[src/rtl/seg7_pkg.sv]
// seg7_pkg: shared types and constants for the 7-segment scan driver.
//   state_t  - scan FSM states
//   SEG_OFF  - all cathodes off (active-low)
//   HEX_SEG  - hex nibble to {g,f,e,d,c,b,a} active-low pattern, indexed by nibble
package seg7_pkg;

  typedef enum logic [1:0] {IDLE, BLANK, DRIVE} state_t;

  localparam logic [6:0] SEG_OFF = 7'h7F;

  // Entry 15 first, entry 0 last.
  localparam logic [15:0][6:0] HEX_SEG = {
    7'h0E, 7'h06, 7'h21, 7'h46, 7'h03, 7'h08, 7'h10, 7'h00,
    7'h78, 7'h02, 7'h12, 7'h19, 7'h30, 7'h24, 7'h79, 7'h40
  };

endpackage

[src/rtl/seg7_scan_driver_hex.sv]
// hex_to_seg7: combinational hex nibble to active-low 7-segment decoder.
//   nib - 4-bit hex digit
//   seg - cathodes {g,f,e,d,c,b,a}, active-low
module hex_to_seg7
  import seg7_pkg::*;
(
  input  logic [3:0] nib,
  output logic [6:0] seg
);

  assign seg = HEX_SEG[nib];

endmodule

[src/rtl/seg7_scan_driver.sv]
// seg7_scan_driver: multiplexed hex driver for an N-digit common-anode display.
// Each edge of the slow scan wave advances one digit; every digit is preceded
// by an all-anodes-off gap, and the displayed value is snapshotted per frame.
//   clk, rst     - system clock, async active-high reset
//   clk_500      - scan square wave, sampled as async data
//   value        - nibble k shown on digit k (digit 0 rightmost)
//   dp_in        - per-digit decimal point, 1 = lit
//   blank_in     - per-digit force-off, 1 = dark
//   an           - anodes, active-low, at most one low
//   seg, dp      - cathodes, active-low
//   frame_tick   - one-cycle pulse when a new snapshot is latched
// Optional macro SEG7_LZ_BLANK_EN: leading-zero suppression on the snapshot.
module seg7_scan_driver
  import seg7_pkg::*;
#(
  parameter int N_DIGITS     = 4,
  parameter int BLANK_CYCLES = 1000,
  parameter int IDX_W        = $clog2(N_DIGITS)
) (
  input  logic                  clk,
  input  logic                  rst,
  input  logic                  clk_500,
  input  logic [4*N_DIGITS-1:0] value,
  input  logic [N_DIGITS-1:0]   dp_in,
  input  logic [N_DIGITS-1:0]   blank_in,
  output logic [N_DIGITS-1:0]   an,
  output logic [6:0]            seg,
  output logic                  dp,
  output logic                  frame_tick
);

  localparam int CNT_W = (BLANK_CYCLES > 0) ? $clog2(BLANK_CYCLES + 1) : 1;
  localparam logic [CNT_W-1:0] CNT_LOAD = CNT_W'(BLANK_CYCLES);
  localparam logic [IDX_W-1:0] IDX_LAST = IDX_W'(N_DIGITS - 1);

  logic s1, s2, s3, tick;
  state_t                state;
  logic [IDX_W-1:0]      idx, idx_inc;
  logic [CNT_W-1:0]      cnt;
  logic [4*N_DIGITS-1:0] snap_value;
  logic [N_DIGITS-1:0]   snap_dp, snap_blank, new_blank;
  logic [3:0]            nib_sel;
  logic [6:0]            seg_dec, seg_nxt;
  logic [N_DIGITS-1:0]   an_nxt;
  logic                  dp_nxt;

  // Two-flop synchronizer plus history flop; either edge of the wave is a tick.
  always_ff @(posedge clk or posedge rst) begin
    if (rst) begin
      s1 <= 1'b0;
      s2 <= 1'b0;
      s3 <= 1'b0;
    end else begin
      s1 <= clk_500;
      s2 <= s1;
      s3 <= s2;
    end
  end

  assign tick    = s2 ^ s3;
  assign idx_inc = (idx == IDX_LAST) ? '0 : idx + IDX_W'(1);

`ifdef SEG7_LZ_BLANK_EN
  // Digit k is suppressed when it and every nibble above it are zero.
  // Digit 0 is never suppressed so a zero value still shows "0".
  logic [N_DIGITS-1:0] lz_mask;
  logic                hi_zero;
  always_comb begin
    lz_mask = '0;
    hi_zero = 1'b1;
    for (int k = N_DIGITS - 1; k >= 1; k--) begin
      hi_zero    = hi_zero & (value[4*k +: 4] == 4'h0);
      lz_mask[k] = hi_zero;
    end
  end
  assign new_blank = blank_in | lz_mask;
`else
  assign new_blank = blank_in;
`endif

  assign nib_sel = snap_value[{idx, 2'b00} +: 4];

  hex_to_seg7 u_dec (
    .nib (nib_sel),
    .seg (seg_dec)
  );

  always_comb begin
    an_nxt  = '1;
    seg_nxt = SEG_OFF;
    dp_nxt  = 1'b1;
    if (state == DRIVE && !snap_blank[idx]) begin
      an_nxt[idx] = 1'b0;
      seg_nxt     = seg_dec;
      dp_nxt      = ~snap_dp[idx];
    end
  end

  // Outputs are registered from the current state, so they trail it by a cycle.
  always_ff @(posedge clk or posedge rst) begin
    if (rst) begin
      state      <= IDLE;
      idx        <= '0;
      cnt        <= '0;
      snap_value <= '0;
      snap_dp    <= '0;
      snap_blank <= '0;
      frame_tick <= 1'b0;
      an         <= '1;
      seg        <= SEG_OFF;
      dp         <= 1'b1;
    end else begin
      an         <= an_nxt;
      seg        <= seg_nxt;
      dp         <= dp_nxt;
      frame_tick <= 1'b0;
      case (state)
        IDLE: if (tick) begin
          idx        <= '0;
          snap_value <= value;
          snap_dp    <= dp_in;
          snap_blank <= new_blank;
          frame_tick <= 1'b1;
          cnt        <= CNT_LOAD;
          state      <= BLANK;
        end
        // Ticks seen here are intentionally dropped.
        BLANK: begin
          if (cnt == '0) state <= DRIVE;
          else           cnt   <= cnt - CNT_W'(1);
        end
        DRIVE: if (tick) begin
          idx <= idx_inc;
          if (idx_inc == '0) begin
            snap_value <= value;
            snap_dp    <= dp_in;
            snap_blank <= new_blank;
            frame_tick <= 1'b1;
          end
          cnt   <= CNT_LOAD;
          state <= BLANK;
        end
        default: state <= IDLE;
      endcase
    end
  end

endmodule

[config.mk]
export PLATFORM = sky130hd
export DESIGN_NAME = seg7_scan_driver
export DESIGN_NICKNAME = d
export VERILOG_FILES = /design/src/rtl/seg7_pkg.sv /design/src/rtl/seg7_scan_driver_hex.sv /design/src/rtl/seg7_scan_driver.sv
export SDC_FILE = /design/constraint.sdc
export NUM_CORES = 1
export LEC_CHECK = 0
export ABC_AREA = 1
export CELL_PAD_IN_SITES_DETAIL_PLACEMENT = 1
export CELL_PAD_IN_SITES_GLOBAL_PLACEMENT = 1
export CORE_MARGIN = 1.5
export CORE_UTILIZATION = 36
export CTS_CLUSTER_DIAMETER = 30
export CTS_CLUSTER_SIZE = 12
export DETAILED_ROUTE_END_ITERATION = 10
export PLACE_DENSITY_LB_ADDON = 0.1
export SLEW_MARGIN = 20
export SYNTH_ARGS = -nofsm -noshare
export SYNTH_HDL_FRONTEND = slang
export SYNTH_SLANG_ARGS = --single-unit
[constraint.sdc]
create_clock -name clk -period 1.9 [get_ports clk]
set_clock_uncertainty 0.05 [all_clocks]
set_input_delay 0.57 -clock clk [delete_from_list [all_inputs] [get_ports clk]]
set_output_delay 0.57 -clock clk [all_outputs]
set_load 0.005 [all_outputs]
**Yosys cells after proc, flatten, opt, wreduce, memory -nomap -nowiden**

Memories as Yosys holds them, arrays and structs flattened.
Cells that the tools add are included.

- Add/subtract/negate cells: 2
- $mul: 0
- Div/mod/pow operators: 0
- Order comparisons: 3
- Eq/ne operators: 9
- Shifts and indexed selects: 1
- Multiplexer cells: 36
- Bitwise gates (word level): 3
- Reduce and logical (&&, ||, !) cells: 13

Operator list:

| kind | number |
|---|---|
| $mux 16 | 3 |
| $pmux 16 s2 | 1 |
| $mux 4 | 7 |
| $mux 10 | 2 |
| $pmux 10 s2 | 1 |
| $pmux 4 s2 | 2 |
| $shiftx 16x5->4 | 1 |
| $mux 7 | 2 |
| $logic_not 10->1 | 1 |
| $mux 2 | 5 |
| $sub 10x1->10 const B | 1 |
| $ne 2x2->1 const B | 4 |
| $pmux 2 s2 | 2 |
| $mux 1 | 7 |
| $reduce_and 3->1 | 2 |
| $lt 4x5->1 const B | 1 |
| $bmux 1 s2 | 2 |
| $eq 2x2->1 const B | 2 |
| $logic_not 2->1 | 2 |
| $ne 2x1->1 const B | 2 |
| $not 4->4 | 1 |
| $reduce_and 4->1 | 1 |
| $reduce_bool 2->1 | 2 |
| $lt 2x3->1 const B | 1 |
| 11 further kinds | 12 |

- Flip-flop bits (word level): 54
- Latch bits: 0
- RAM bits: 0
- ROM bits: 112
- Input bits: 27
- Output and inout port bits: 13
- Logic and storage cells: 81
- Memories kept: 1

Memories:

| name | depth | bits a word | rd ports | clocked after Yosys merged registers in | wr ports | line | source |
|---|---|---|---|---|---|---|---|
| (no name shown) | 16 | 7 | 1 | 0 | 0 | seg7_scan_driver_hex.sv:11 | `assign seg = HEX_SEG[nib];` |

**Depth between registers and ports, before layout**

- Word-level depth: 6
- Gate-level depth with buffers: 11
- Gate-level depth less buffers: 10

**Modules after synthesis**

Synthesis repeated with hierarchy kept, for this count alone.

- Cells, all modules: 345
- Area, all modules: 2,808.9 um^2

Modules (own cells, without submodules):

| module | instances | cells each | area an instance (um^2) |
|---|---|---|---|
| seg7_scan_driver | 1 | 296 | 2,534.9 |
| hex_to_seg7 | 1 | 49 | 274.0 |

**Worst setup path before layout**

No wires, ideal clock.

- Path type: flip-flop to flip-flop
- Start point: register idx[0]
- End point: register seg[0]
- Arrival: 1.530 ns
- Data required time: 1.768 ns
- Setup slack: 0.238 ns
- Cell stages (with the launch flop): 9
- Buffers on the path: 1
- Path through: dfrtp_1 -> buf_2 -> nand2_1 -> nand3_1 -> nand2_1 -> ha_1 -> or2_2 -> nand2_1 -> nand3_1

- Longest elaborated chain between the ends: 5

Ends and longest elaborated chain:

| item | line | source |
|---|---|---|
| start, declared | seg7_scan_driver.sv:38 | `logic [IDX_W-1:0] idx, idx_inc;` |
| start signal, assigned | seg7_scan_driver.sv:133 | `idx <= idx_inc;` |
| branches (longest 4 deep; another with $mem_v2 16x7) | -- |  |
| $mux 7 (*) | seg7_scan_driver.sv:92 | `if (state == DRIVE && !snap_blank[idx]) begin` |
| via seg_nxt[0] | seg7_scan_driver.sv:43 | `logic [6:0] seg_dec, seg_nxt;` |
| end signal, assigned | seg7_scan_driver.sv:114 | `seg <= seg_nxt;` |
| end, declared | seg7_scan_driver.sv:27 | `output logic [6:0] seg,` |

Mark *: on every way through the listed nets, which the timed path passes. The select of a mux whose other input is x is not followed.
A chain may end at the register's enable or synchronous reset.

**Worst setup path after layout**

- Start point: register frame_tick
- End point: output port frame_tick

RTL lines:

| item | line | source |
|---|---|---|
| start, declared | seg7_scan_driver.sv:29 | `output logic frame_tick` |
| start signal, assigned | seg7_scan_driver.sv:108 | `frame_tick <= 1'b0;` |
| start signal, assigned | seg7_scan_driver.sv:116 | `frame_tick <= 1'b0;` |
| start signal, assigned | seg7_scan_driver.sv:123 | `frame_tick <= 1'b1;` |

No word-level cell between the ends.

==> impl_metrics.ini <==
[min_path]
hold_class = flip-flop to flip-flop
hold_depth = 0
min-delay-start = s1

[setup_path]
worstSetupEndpointType = output port
critPathKind = flip-flop to output port
r2r_start = idx[0]
startpoint = frame_tick
crit_family = buffers and inverters
worstPathCellList = clkdlybuf4s50_1
path_depth = 1
critPathLaunchType = flip-flop
required_ns = 1.28
r2r_cells = 10
cp_slowest_cell = clkdlybuf4s50_1
path_buf_inv = 1
cp.arrival_ns = 1.14
crit_path_max_incr_delay_ns = 0.49
worst-path-max-fanout = 1

[detailed_routing]
detail-route-antenna-nets = 0
vias_per_cell = 4.740
wl_per_cell_um = 13.29
drt_iter0_drc = 51
drcViolationCount = 0
wl_um = 6434
vias = 2294
drt_first_pass_iters = 4

[floorplan]
die-height_um = 90.96
die_w_um = 90.96
row_count = 31
io_pins = 40
core-area_um2 = 7370
start_util = 0.3779
die-area_um2 = 8273

[layout]
drive_gt1_frac = 0.1584
final_cell_mix = 146 x nand2_1, 41 x dfrtp_1, 35 x nand3_1
fillers = 921
final_util = 0.4587
antenna_cells = 0
final_nets = 423
mostFrequentLayoutCell = nand2_1
fin_cells = 484
post-route-cell-area_um2 = 3381
syn_to_final_growth_pct = 21.38

[synthesis]
synthCells = 342
ys_types = 27
yosys_warnings = 0
synth_top_area_cell = dfrtp_1
synth-seq-cells = 54
syn_nets = 381
netlist_top_cells_area = dfrtp_1 38%, nand2_1 20%, dfstp_2 11%
seq_area_frac_synth = 0.4906
synth_top_family_by_area = simple AND/OR/NAND/NOR gates
synthXorXnorAreaFrac = 0.008985
synth-simple-area-share = 0.3315
synth_top_area_frac = 0.3774
synthMuxAreaShare = 0
synth-compound-area-share = 0.04627
synthAdderAreaFrac = 0.05391
netlist_area_um2 = 2785
synth.avg_cell_area_um2 = 8.144

[grt]
grt_pass1_wl_um = 11390
grt_overflow = 0
grt_pass1_vias = 2334
grt_max_degree = 55
track_usage = 0.1725
antenna_found_initial = 0

[timing]
rsz0062_at_grt = false
relSlewSlack = 0.7314
finalSetupViolCount = 0
fin_crit_ns = 1.762
setup_ws_ns = 0.1380
hold_violations = 0
fin_crit_sh = 0.9273
slew_violations = 0
tightest_slew_ns = 0.4029
timing.hold.ws_ns = 0.3220
fmax_mhz = 567.5
fin_setup_tns_ns = 0

[cts]
max-clock-path-buffers = 2
htreeDepth = 2
clock_sinks = 54
path_clk_slew_ns = 0.10
clock-root-buffer = clkbuf_8
cts_tree = built
worstSkewPairLatency_ns = 0.31
ctsHoldBuffers = 0
numCtsBuffers = 5

[place]
gp_congestion = 0.8233
hpwlAfterDp_um = 4749
pre_cts_ws_ns = 0.1313
io_buffers = 39
placed_cells = 476
placed_area_um2 = 3289

[power]
vdd_drop_max_mv = 0.5674
power_leakage_nw = 1.627
powerDensity_nw_per_um2 = 1374
finalPower_mw = 4.646

[outcome]
status = finished clean

[run]
drv_cap = 0
[path summary, 6_finish.rpt]
kind / slack [ns] / endpoint
min reg2reg: 0.32 / s2
max: 0.14 / frame_tick
min: 0.32 / s2
max reg2reg: 0.19 / seg[0]
max in group asynchronous: 0.87 / seg[0]
min in group asynchronous: 0.62 / s1
[repair_timing]
action / CTS / global route
setup endpoints to repair: 12 / 4
resized for setup: 12 / 4
buffers inserted: 0 / 0
gates cloned: 0 / 0
[routing by layer]
metal	vias up	GRT usage	share of wire
li1	1145	-	-
met1	1115	0.2386	0.51
met2	30	0.2724	0.46
met3	4	0.03015	0.025
met4	0	0.05729	0.011
met5	-	0	0
[cells in the mapped netlist, drive strengths merged]
cell    count
or2         1
nand4       1
nand3      37
nand3b      1
nand2     153
o21ai      15
o31ai       1
nor3        1
ha         12
dfrtp      42
buf        11
dfstp      12
nor2       23
xnor2       2
inv        26
a21oi       4
[cells by family after synthesis]
kind of cell,count (synthesis)
AND/OR/NAND/NOR,217
flip-flops,54
buffers and inverters,37
AO/OA/AOI/OAI,20
adder cells (fa/ha/maj),12
XOR/XNOR,2
[where the power goes]
| part | leakage [nW] | switching, mW | total [mW] | internal [mW] |
|---|---|---|---|---|
| clock network | 0.0514 | 0.392 | 0.693 | 0.301 |
| registers | 0.634 | 0.324 | 1.86 | 1.54 |
| logic | 0.942 | 1.31 | 2.09 | 0.787 |
[area by class of cell]
class | instances | area, um2 | area share
sequential | 54 | 1368 | 0.4045
tap | 99 | 123.9 | 0.03664
clock inverter | 2 | 17.52 | 0.005181
timing repair buffer | 46 | 452.9 | 0.1340
clock buffer | 6 | 82.58 | 0.02443
multi-input combinational | 251 | 1232 | 0.3645
inverter | 26 | 103.9 | 0.03072
[registers in the layout, summed over array words and instances, names as in the netlist, 2 cells and up]
signal      count
snap_blank      4
cnt            10
idx             2
snap_dp         4
seg             7
state           2
snap_value     16
an              4
Power figures use the tool's default switching activity.
